==> config.mk <==
export PLATFORM = sky130hd
export DESIGN_NAME = sigmon_event_arbiter_flat
export DESIGN_NICKNAME = d
export VERILOG_FILES = /design/src/rtl/sigmon_pkg.sv /design/src/rtl/sigmon_event_arbiter_if.sv /design/src/rtl/sigmon_rr_arbiter.sv /design/src/rtl/sigmon_event_arbiter.sv /design/src/flat_wrapper.sv
export SDC_FILE = /design/constraint.sdc
export NUM_CORES = 1
export LEC_CHECK = 0
export BUFFER_PORTS_ARGS = -buffer_cell sky130_fd_sc_hd__buf_2
export CORE_MARGIN = 2
export CORE_UTILIZATION = 42
export CTS_CLUSTER_SIZE = 30
export DETAILED_ROUTE_END_ITERATION = 7
export PLACE_DENSITY_LB_ADDON = 0.15
export SYNTH_ARGS = -nofsm -noshare
export SYNTH_HDL_FRONTEND = slang
export SYNTH_HIERARCHICAL = 1
export SYNTH_SLANG_ARGS = --single-unit
==> constraint.sdc <==
create_clock -name clk -period 9.18 [get_ports clk]
set_input_delay 1.836 -clock clk [delete_from_list [all_inputs] [get_ports clk]]
set_output_delay 1.836 -clock clk [all_outputs]
set_load 0.005 [all_outputs]
==> src/rtl/sigmon_pkg.sv <==
`default_nettype none
// ============================================================================
// Module      : sigmon_pkg
// Description : Shared constants for the Sigmon event path.
//               - Record field widths.
//               - Flag bit positions inside the 3-bit record flag field.
//               - Fill value used for the data field of non-sample events.
// Revision    : 1.0 - initial release
// ============================================================================
package sigmon_pkg;

    localparam int SIGMON_DATA_W = 48;
    localparam int SIGMON_TS_W   = 32;

    // Bit positions inside the {merged, sample, match} flag field
    localparam int FLG_MATCH  = 0;
    localparam int FLG_SAMPLE = 1;
    localparam int FLG_MERGED = 2;

    localparam logic [SIGMON_DATA_W-1:0] SIGMON_DATA_FILL = 48'h0;

    typedef logic [2:0] sigmon_flags_t;

endpackage
`default_nettype wire

==> src/rtl/sigmon_event_arbiter_if.sv <==
`default_nettype none
// ============================================================================
// Module      : sigmon_event_arbiter_if
// Description : Valid/ready record stream from the event arbiter to the host
//               event FIFO.
//               master : out_vld, out_src, out_flags, out_data, [out_ts] / out_rdy
//               slave  : the mirror image.
//               out_ts exists only when SIGMON_EVTARB_TIMESTAMP_EN is defined.
// Revision    : 1.0 - initial release
// ============================================================================
interface sigmon_event_arbiter_if #(
    parameter int SRC_W = 2
);
    import sigmon_pkg::*;

    logic                     out_vld;
    logic                     out_rdy;
    logic [SRC_W-1:0]         out_src;
    sigmon_flags_t            out_flags;
    logic [SIGMON_DATA_W-1:0] out_data;
`ifdef SIGMON_EVTARB_TIMESTAMP_EN
    logic [SIGMON_TS_W-1:0]   out_ts;
`endif

    modport master (
        output out_vld,
        output out_src,
        output out_flags,
        output out_data,
`ifdef SIGMON_EVTARB_TIMESTAMP_EN
        output out_ts,
`endif
        input  out_rdy
    );

    modport slave (
        input  out_vld,
        input  out_src,
        input  out_flags,
        input  out_data,
`ifdef SIGMON_EVTARB_TIMESTAMP_EN
        input  out_ts,
`endif
        output out_rdy
    );

endinterface
`default_nettype wire

==> src/rtl/sigmon_rr_arbiter.sv <==
`default_nettype none
// ============================================================================
// Module      : sigmon_rr_arbiter
// Description : Round-robin arbiter shared by the Sigmon multiplexers.
//               Grants the first requesting index after the last granted one,
//               searching cyclically. The last pointer moves only when the
//               caller accepts a grant (advance with at least one request).
//               Ports: clk, reset (sync, active-high), req, advance,
//                      gnt_onehot, gnt_idx.
// Revision    : 1.0 - initial release
// ============================================================================
module sigmon_rr_arbiter #(
    parameter int NUM_SRC = 4,
    parameter int SRC_W   = $clog2(NUM_SRC)
) (
    input  logic               clk,
    input  logic               reset,
    input  logic [NUM_SRC-1:0] req,
    input  logic               advance,
    output logic [NUM_SRC-1:0] gnt_onehot,
    output logic [SRC_W-1:0]   gnt_idx
);

    logic [SRC_W-1:0] r_last;
    logic             w_found;

    always_comb begin
        logic [SRC_W-1:0] v_idx;
        gnt_idx    = '0;
        gnt_onehot = '0;
        w_found    = 1'b0;
        v_idx      = '0;
        // Offsets 1..NUM_SRC: the last winner is examined last
        for (int k = 1; k <= NUM_SRC; k++) begin
            v_idx = SRC_W'((int'(r_last) + k) % NUM_SRC);
            if (!w_found && req[v_idx]) begin
                w_found = 1'b1;
                gnt_idx = v_idx;
            end
        end
        if (w_found) begin
            gnt_onehot[gnt_idx] = 1'b1;
        end
    end

    // Reset to the top index so source 0 wins first
    always_ff @(posedge clk) begin
        if (reset) begin
            r_last <= SRC_W'(NUM_SRC - 1);
        end else if (advance && w_found) begin
            r_last <= gnt_idx;
        end
    end

endmodule
`default_nettype wire

==> src/rtl/sigmon_event_arbiter.sv <==
`default_nettype none
// ============================================================================
// Module      : sigmon_event_arbiter
// Description : Collects per-packet match/sample/merged events from NUM_SRC
//               pattern units into one pending slot per source and serializes
//               them round-robin onto a valid/ready record stream. Events
//               arriving at an occupied, non-granted slot are dropped and
//               counted in a saturating 16-bit counter.
//               Ports: clk, reset (sync, active-high), enable, src_match,
//                      src_sample, src_merged, src_sample_data, clear_drops,
//                      drop_count, out_if (record stream, master side).
//               Option: SIGMON_EVTARB_TIMESTAMP_EN adds a free-running 32-bit
//                      timestamp captured at arrival and presented on out_ts.
// Revision    : 1.0 - initial release
// ============================================================================
module sigmon_event_arbiter
    import sigmon_pkg::*;
#(
    parameter int NUM_SRC = 4,
    parameter int SRC_W   = $clog2(NUM_SRC)
) (
    input  logic                             clk,
    input  logic                             reset,
    input  logic                             enable,
    input  logic [NUM_SRC-1:0]               src_match,
    input  logic [NUM_SRC-1:0]               src_sample,
    input  logic [NUM_SRC-1:0]               src_merged,
    input  logic [NUM_SRC*SIGMON_DATA_W-1:0] src_sample_data,
    input  logic                             clear_drops,
    output logic [15:0]                      drop_count,
    sigmon_event_arbiter_if.master           out_if
);

    logic [NUM_SRC-1:0]       r_pend;
    sigmon_flags_t            r_flags [NUM_SRC];
    logic [SIGMON_DATA_W-1:0] r_data  [NUM_SRC];
    logic [15:0]              r_drop_count;

    logic [NUM_SRC-1:0]       w_arr;
    logic [NUM_SRC-1:0]       w_take;
    logic [NUM_SRC-1:0]       w_drop;
    logic [NUM_SRC-1:0]       w_granted;
    logic [NUM_SRC-1:0]       w_gnt_onehot;
    logic [SRC_W-1:0]         w_gnt_idx;
    logic                     w_advance;
    logic [16:0]              w_drop_sum;
    logic [16:0]              w_drop_next;

`ifdef SIGMON_EVTARB_TIMESTAMP_EN
    logic [SIGMON_TS_W-1:0]   r_ts_cnt;
    logic [SIGMON_TS_W-1:0]   r_ts [NUM_SRC];

    always_ff @(posedge clk) begin
        if (reset) begin
            r_ts_cnt <= '0;
        end else begin
            r_ts_cnt <= r_ts_cnt + SIGMON_TS_W'(1);
        end
    end
`endif

    // A slot is taken into the output register whenever the register is
    // empty or being emptied this cycle
    assign w_advance = (|r_pend) && (!out_if.out_vld || out_if.out_rdy);
    assign w_granted = w_advance ? w_gnt_onehot : '0;

    sigmon_rr_arbiter #(
        .NUM_SRC (NUM_SRC),
        .SRC_W   (SRC_W)
    ) u_rr_arbiter (
        .clk        (clk),
        .reset      (reset),
        .req        (r_pend),
        .advance    (w_advance),
        .gnt_onehot (w_gnt_onehot),
        .gnt_idx    (w_gnt_idx)
    );

    for (genvar i = 0; i < NUM_SRC; i++) begin : g_slot
        sigmon_flags_t w_new_flags;

        assign w_arr[i] = enable & (src_match[i] | src_sample[i] | src_merged[i]);
        // A slot being granted this cycle is free for the new event
        assign w_take[i] = w_arr[i] & (~r_pend[i] | w_granted[i]);
        assign w_drop[i] = w_arr[i] & r_pend[i] & ~w_granted[i];

        assign w_new_flags[FLG_MATCH]  = src_match[i];
        assign w_new_flags[FLG_SAMPLE] = src_sample[i];
        assign w_new_flags[FLG_MERGED] = src_merged[i];

        always_ff @(posedge clk) begin
            if (reset) begin
                r_pend[i]  <= 1'b0;
                r_flags[i] <= '0;
                r_data[i]  <= SIGMON_DATA_FILL;
            end else if (w_take[i]) begin
                r_pend[i]  <= 1'b1;
                r_flags[i] <= w_new_flags;
                r_data[i]  <= src_sample[i] ?
                              src_sample_data[i*SIGMON_DATA_W +: SIGMON_DATA_W] :
                              SIGMON_DATA_FILL;
            end else if (w_granted[i]) begin
                r_pend[i]  <= 1'b0;
            end
        end

`ifdef SIGMON_EVTARB_TIMESTAMP_EN
        always_ff @(posedge clk) begin
            if (reset) begin
                r_ts[i] <= '0;
            end else if (w_take[i]) begin
                r_ts[i] <= r_ts_cnt;
            end
        end
`endif
    end

    // Total drops this cycle; a clear restarts the count from that total
    always_comb begin
        w_drop_sum = '0;
        for (int i = 0; i < NUM_SRC; i++) begin
            w_drop_sum = w_drop_sum + 17'(w_drop[i]);
        end
        if (clear_drops) begin
            w_drop_next = w_drop_sum;
        end else begin
            w_drop_next = {1'b0, r_drop_count} + w_drop_sum;
        end
        if (w_drop_next > 17'h0FFFF) begin
            w_drop_next = 17'h0FFFF;
        end
    end

    always_ff @(posedge clk) begin
        if (reset) begin
            r_drop_count <= '0;
        end else begin
            r_drop_count <= w_drop_next[15:0];
        end
    end

    assign drop_count = r_drop_count;

    // Output record register: fields only change on a load, so they hold
    // while the consumer stalls
    always_ff @(posedge clk) begin
        if (reset) begin
            out_if.out_vld   <= 1'b0;
            out_if.out_src   <= '0;
            out_if.out_flags <= '0;
            out_if.out_data  <= '0;
`ifdef SIGMON_EVTARB_TIMESTAMP_EN
            out_if.out_ts    <= '0;
`endif
        end else if (w_advance) begin
            out_if.out_vld   <= 1'b1;
            out_if.out_src   <= w_gnt_idx;
            out_if.out_flags <= r_flags[w_gnt_idx];
            out_if.out_data  <= r_data[w_gnt_idx];
`ifdef SIGMON_EVTARB_TIMESTAMP_EN
            out_if.out_ts    <= r_ts[w_gnt_idx];
`endif
        end else if (out_if.out_rdy) begin
            out_if.out_vld   <= 1'b0;
        end
    end

endmodule
`default_nettype wire

==> src/flat_wrapper.sv <==
// flat-port wrapper written by rule: the top's interface ports become plain ports
module sigmon_event_arbiter_flat import sigmon_pkg::*;
#(
    parameter int NUM_SRC = 4,
    parameter int SRC_W   = $clog2(NUM_SRC)
)
  (clk, reset, enable, src_match, src_sample, src_merged, src_sample_data, clear_drops, drop_count, out_if_out_vld, out_if_out_src, out_if_out_flags, out_if_out_data, out_if_out_rdy);
  sigmon_event_arbiter_if #(.SRC_W(SRC_W)) out_if_i ();
  input  logic clk;
  input  logic reset;
  input  logic enable;
  input  logic [NUM_SRC-1:0] src_match;
  input  logic [NUM_SRC-1:0] src_sample;
  input  logic [NUM_SRC-1:0] src_merged;
  input  logic [NUM_SRC*SIGMON_DATA_W-1:0] src_sample_data;
  input  logic clear_drops;
  output logic [15:0] drop_count;
  output wire logic [$bits(out_if_i.out_vld)-1:0] out_if_out_vld;
  output wire logic [$bits(out_if_i.out_src)-1:0] out_if_out_src;
  output wire logic [$bits(out_if_i.out_flags)-1:0] out_if_out_flags;
  output wire logic [$bits(out_if_i.out_data)-1:0] out_if_out_data;
  input wire logic [$bits(out_if_i.out_rdy)-1:0] out_if_out_rdy;
  assign out_if_out_vld = out_if_i.out_vld;
  assign out_if_out_src = out_if_i.out_src;
  assign out_if_out_flags = out_if_i.out_flags;
  assign out_if_out_data = out_if_i.out_data;
  assign out_if_i.out_rdy = out_if_out_rdy;
  sigmon_event_arbiter #(.NUM_SRC(NUM_SRC), .SRC_W(SRC_W)) u_core (.clk(clk), .reset(reset), .enable(enable), .src_match(src_match), .src_sample(src_sample), .src_merged(src_merged), .src_sample_data(src_sample_data), .clear_drops(clear_drops), .drop_count(drop_count), .out_if(out_if_i));
endmodule
Yosys cells after proc, flatten, opt, wreduce, memory -nomap -nowiden:

Memory sizes are Yosys's and may differ from the RTL's. A register that Yosys moved wholly into a read port is not among the register bits.
Cells that the tools add are included.

* $add $sub $neg: 8
* magnitude comparators: 7
* muxes and demuxes: 58
* bitwise gates (word level): 44
* reduce and logical (&&, ||, !) cells: 17

Operator list (count)
* two-way mux 48 bit: 8
* adder 17 x 1 -> 17 bit: 2
* two-way mux 1 bit: 33
* bitwise OR 1 bit: 20
* adder 16 x 17 -> 17 bit: 1
* greater-than comparator 17 x 16 -> 1 bit, second input constant: 1
* two-way mux 17 bit: 1
* AND 1 bit: 16
* two-way mux 16 bit: 1
* less-than comparator 2 x 3 -> 1 bit, second input constant: 5
* two-way mux 3 bit: 4
* nonzero test 2 bit: 5
* binary-select mux 1 bit (select 2 bit): 4
* two-way mux 2 bit: 4
* two-way mux 4 bit: 2
* NOT 1 bit: 8
* logical AND 1 bit: 6
* adder 2 x 1 -> 2 bit, second input constant: 2
* adder 2 bit, second input constant: 2
* logical NOT 1 bit: 4
* OR reduction 4 bit: 1
* adder 1 x 1 -> 2 bit: 1
* demux 1 bit (select 2 bit): 1
* greater-or-equal comparator 2 x 1 -> 1 bit, second input constant: 1
* logical OR 1 bit: 1

* bits in registers: 25
* bits in writable memories: 204
* input port bits: 209
* output and inout port bits: 70
* memories: 2

Memories
* u_core.r_data: depth 4, width 48, rd ports 1, clocked after Yosys merged registers in 1, write ports 4, RTL line sigmon_event_arbiter.sv:36 `logic [SIGMON_DATA_W-1:0] r_data [NUM_SRC];`
* u_core.r_flags: depth 4, width 3, rd ports 1, clocked after Yosys merged registers in 1, write ports 4, RTL line sigmon_event_arbiter.sv:35 `sigmon_flags_t r_flags [NUM_SRC];`

Logic depth before layout (Yosys ltp):

* depth in word-level cells: 28
* gate-level depth with buffers: 17
* gate-level depth less buffers: 15

Hierarchy:

Netlist, hierarchy kept.

Modules (own cells, without submodules)
* sigmon_event_arbiter: times used 1, cells an instance 884, area each 11758.8 um^2, sequential area each 7607.3 um^2
* sigmon_rr_arbiter: times used 1, cells an instance 33, area each 277.8 um^2, sequential area each 40.0 um^2

Least setup slack after synthesis:

Ideal clock, no wire load.

* path type: input -> register
* start point: in out_if_out_rdy
* end point: mem u_core.r_data[3][0], enable pin
* setup time: 470 ps
* arrival time: 4600 ps
* required time: 8710 ps
* slack: 4109 ps
* cell stages on the path: 4
* path through: nand2b_1 buf_2 a21boi_0 o21bai_1

RTL lines
* start, declared: RTL line flat_wrapper.sv:22 `input wire logic [$bits(out_if_i.out_rdy)-1:0] out_if_out_rdy;`
* end, declared: RTL line sigmon_event_arbiter.sv:36

Final worst setup path:

* start point: in src_sample[0]
* end point: reg u_core.r_drop_count[13], in the netlist u_core/drop_count[13]

* cells in the longest elaborated chain, start to end: 12

Ends and longest elaborated chain
* start, declared: RTL line flat_wrapper.sv:13 `input logic [NUM_SRC-1:0] src_sample;`
* bitwise OR 1 bit * (2 in a row): RTL line sigmon_event_arbiter.sv:82 `assign w_arr[i] = enable & (src_match[i] | src_sample[i] | src_merged[i]);`
* AND 1 bit *: RTL line sigmon_event_arbiter.sv:82
* AND 1 bit * (2 in a row): RTL line sigmon_event_arbiter.sv:85 `assign w_drop[i] = w_arr[i] & r_pend[i] & ~w_granted[i];`
* adder 1 x 1 -> 2 bit *: RTL line sigmon_event_arbiter.sv:122 `w_drop_sum = w_drop_sum + 17'(w_drop[i]);`
* adder 17 x 1 -> 17 bit * (2 in a row): RTL line sigmon_event_arbiter.sv:122
* adder 16 x 17 -> 17 bit: RTL line sigmon_event_arbiter.sv:127 `w_drop_next = {1'b0, r_drop_count} + w_drop_sum;`
* two-way mux 17 bit *: RTL line sigmon_event_arbiter.sv:124 `if (clear_drops) begin`
* greater-than comparator 17 x 16 -> 1 bit: RTL line sigmon_event_arbiter.sv:129 `if (w_drop_next > 17'h0FFFF) begin`
* two-way mux 16 bit *: RTL line sigmon_event_arbiter.sv:129
* end signal, assigned: RTL line sigmon_event_arbiter.sv:138 `r_drop_count <= w_drop_next[15:0];`
* end, declared: RTL line sigmon_event_arbiter.sv:37 `logic [15:0] r_drop_count;`

Every way passes the cells marked *; elsewhere a longest branch is shown, timed or not.
A chain may end at the register's enable or synchronous reset.

==> results.py <==
metrics = {
    "run_status": {
        "status": "complete, no violations",
    },
    "finish": {
        "layout_common_cells": "278 x buf_2, 204 x edfxtp_1, 193 x and3_1, 122 x nand2_1, 76 x dfxtp_1",
        "area_growth_pct": 22.79,
        "post-route-util": 0.5276,
        "fill_cells": 2515,
        "fin_nets": 1385,
        "layout_commonest_cell": "buf_2",
        "drive_gt1_frac": 0.3479,
        "stdcell_count": 1573,
        "finalInstanceArea_sq_mm": 0.01478,
    },
    "critical_path": {
        "crit_chain": "buf_2, buf_4, o31ai_1, nor2_1, fa_1, ha_1, ha_1, inv_1, fa_1, and2b_1, o21ai_2, or4_4, o21ai_1",
        "end_kind": "register",
        "crit_path_start_kind": "primary input",
        "crit_slowest_cell": "or4_4",
        "crit_arrival_ps": 5750,
        "crit_fanout": 50,
        "reg2reg_from": "u_core/u_rr_arbiter/r_last[1]",
        "r2r_slack_ps": 4740,
        "path_class": "in -> reg",
        "required_ps": 9660,
        "max_stage_delay_ps": 630,
        "r2r_end": "u_core/drop_count[13]",
        "reg2regPathDepth": 15,
    },
    "cts": {
        "cts_sinks": 280,
        "cts_max_path_buffers": 3,
        "cts-hold-fix-buffers": 0,
        "cts-buffers-inserted": 31,
        "cts_tree": "yes",
        "cts.clk_slew.worst_paths_ps": 60,
        "postCtsSetupBuffers": 0,
        "cts_resized": 0,
        "clockRootBuffer": "clkbuf_16",
        "clock_latency_ps": 560,
        "ctsHtreeMaxLevel": 1,
    },
    "global_route": {
        "grt_pass1_wl_microns": 53680,
        "grt_util_met3": 0.03158,
        "antenna_found_initial": 2,
        "use_met1": 0.3277,
        "busiest_layer": "met2",
        "grt_use_met2": 0.3897,
        "grtUsageTotal": 0.2337,
        "grt_max_degree": 72,
        "grt-ovfl-total": 0,
        "grt_pass1_vias": 8910,
    },
    "logic_synthesis": {
        "synth_enable_flop_cells": 204,
        "synthesis.area_sq_mm": 0.01204,
        "async_reset_ff_frac": 0,
        "synth_cell_types": 53,
        "ys.flop_type": "edfxtp_1",
        "synth-seq-cells": 280,
        "yosys_warnings": 6,
        "syn_avg_cell_area_sq_um": 13.13,
        "synth_cells": 917,
        "syn_nets": 1133,
        "ys_seq_area_frac": 0.6353,
    },
    "routing": {
        "wl_microns": 35770,
        "vias": 8705,
        "drt-initial-drc-count": 663,
        "wl_per_cell_microns": 22.74,
        "vias_per_cell": 5.534,
        "drt-pass1-iter-count": 5,
        "drc": 0,
        "ant_nets": 0,
    },
    "power_and_ir_drop": {
        "ir_worst_vdd_mv": 0.1167,
        "powerDensity_mw_per_mm2": 215.6,
        "fin_total_pwr_mw": 3.187,
        "leakage_nw": 6.599,
    },
    "placed_design": {
        "portBuffers": 278,
        "place.gp.congestion": 0.8208,
        "dp.final_hpwl_microns": 20570,
        "dp_cells": 1514,
        "place_area_sq_mm": 0.01381,
    },
    "die": {
        "die_x_microns": 173.3,
        "num_rows": 61,
        "die_h_microns": 173.3,
        "die-area_sq_mm": 0.03003,
        "initial_core_util": 0.4297,
        "floorplan.core_area_sq_mm": 0.02801,
        "io_pins": 279,
    },
    "flow_run": {
        "cap_viol_max_count": 0,
    },
    "timing": {
        "hold_violations": 0,
        "fmax_mhz": 189.6,
        "period_needed_ps": 5275,
        "drv_slew": 0,
        "maxSlewHeadroom": 0.3807,
        "tns_ps": 0,
        "worst_pin_slew_ps": 929.0,
        "finClkSkew_ps": 15.24,
        "setup_viol": 0,
        "fin_crit_sh": 0.5747,
        "rsz0062_at_grt": "no",
    },
    "worst_hold_path": {
        "worstHoldStart": "u_core/out_if.out_data[40]",
        "whs_path_depth": 2,
        "hold_path_class": "reg -> reg",
        "hold_path_end": "u_core/out_if.out_data[40]",
    },
}
-- worst max-delay path, delay by kind of cell --
kind	cells	cell delay, ps
fa+ha+maj	4	1440
compound gates	3	870
buf+inv	3	480
simple gates	3	1110
-- where the power goes --
part           leakage (nW)  internal [mW]  switching (mW)
clock                 0.480          0.696           0.490
sequential             2.83           1.48          0.0459
combinational          3.29          0.208           0.271
-- flip-flops by register name, summed over array words and instances, names as in the netlist --
register and count:
u_core/drop_count 16, u_core/u_rr_arbiter/r_last 2, u_core/out_if.out_vld 1, u_core/r_pend 4, u_core/out_if.out_src 2, u_core/out_if.out_flags 3, u_core/out_if.out_data 48, u_core/r_data 192
u_core/r_flags 12
-- per-stage QoR --
stage | setup slack, ps | hold slack (ps)
2_1_floorplan | 4109 | 452.7
3_3_place_gp | 3453 | 439.1
3_5_place_dp | 3397 | 444.2
4_1_cts | 3960 | 451.9
5_1_grt | 3633 | 466.5
6_report | 3905 | 448.9
-- worst max path at each step --
stage,cells past startpoint,end,startpoint
after floorplan,4,u_core/r_data[3][0],out_if_out_rdy
after global routing,13,u_core/drop_count[4],src_sample[0]
after detailed placement,13,u_core/drop_count[11],src_sample[0]
final,13,u_core/drop_count[13],src_sample[0]
after global placement,13,u_core/drop_count[1],src_sample[0]
after CTS,13,u_core/drop_count[11],src_sample[0]
-- routing by layer --
layer / up-vias / wire length, microns
met2: 316 / 17310
li1: 3947 / -
met5: - / 0
met3: 42 / 2130
met1: 4400 / 15680
met4: 0 / 652
-- logic make-up (layout without fill, tap and decap cells) --
| kind of cell | count (synthesis) | after routing | synth area share |
|---|---|---|---|
| AND/OR/NAND/NOR | 367 | 367 | 0.1640 |
| AO/OA/AOI/OAI | 116 | 116 | 0.05832 |
| adder cells (fa/ha/maj) | 7 | 7 | 0.008524 |
| XOR/XNOR | 10 | 10 | 0.007276 |
| other | 0 | 2 | 0 |
| buffers and inverters | 83 | 359 | 0.02817 |
| multiplexers | 54 | 54 | 0.09834 |
| flip-flops | 280 | 280 | 0.6353 |
-- area by class of cell --
| cell class | count | area, sq um | share of cell area |
|---|---|---|---|
| flip-flops and latches | 280 | 7647 | 0.5174 |
| multi-input cells | 554 | 4143 | 0.2803 |
| clock inverters | 15 | 118.9 | 0.008043 |
| diodes | 2 | 5.005 | 0.0003386 |
| clock buffers | 42 | 847.1 | 0.05731 |
| inverters | 7 | 26.28 | 0.001778 |
| repair buffers | 295 | 1519 | 0.1028 |
| well taps | 378 | 473.0 | 0.03200 |
-- synthesized netlist by cell type, types with 4 or more instances --
cell type    n  area, sq um
edfxtp_1   204         6126
and3_1     193         1207
nand2_1    123        461.7
dfxtp_1     76         1521
a21oi_1     69        345.3
clkbuf_1    59        221.5
mux4_2      51         1149
o21ai_0     14        70.07
nor2_1      13        48.80
and2_1      12        75.07
buf_2       10        50.05
inv_1        6        22.52
xnor2_1      6        52.55
buf_1        5        18.77
ha_1         5        62.56
o21bai_1     5        37.54
o31ai_1      5        37.54
a21boi_0     4        30.03
nand2b_1     4        25.02
xor2_1       4        35.03
(Power assumes the default switching activity.)
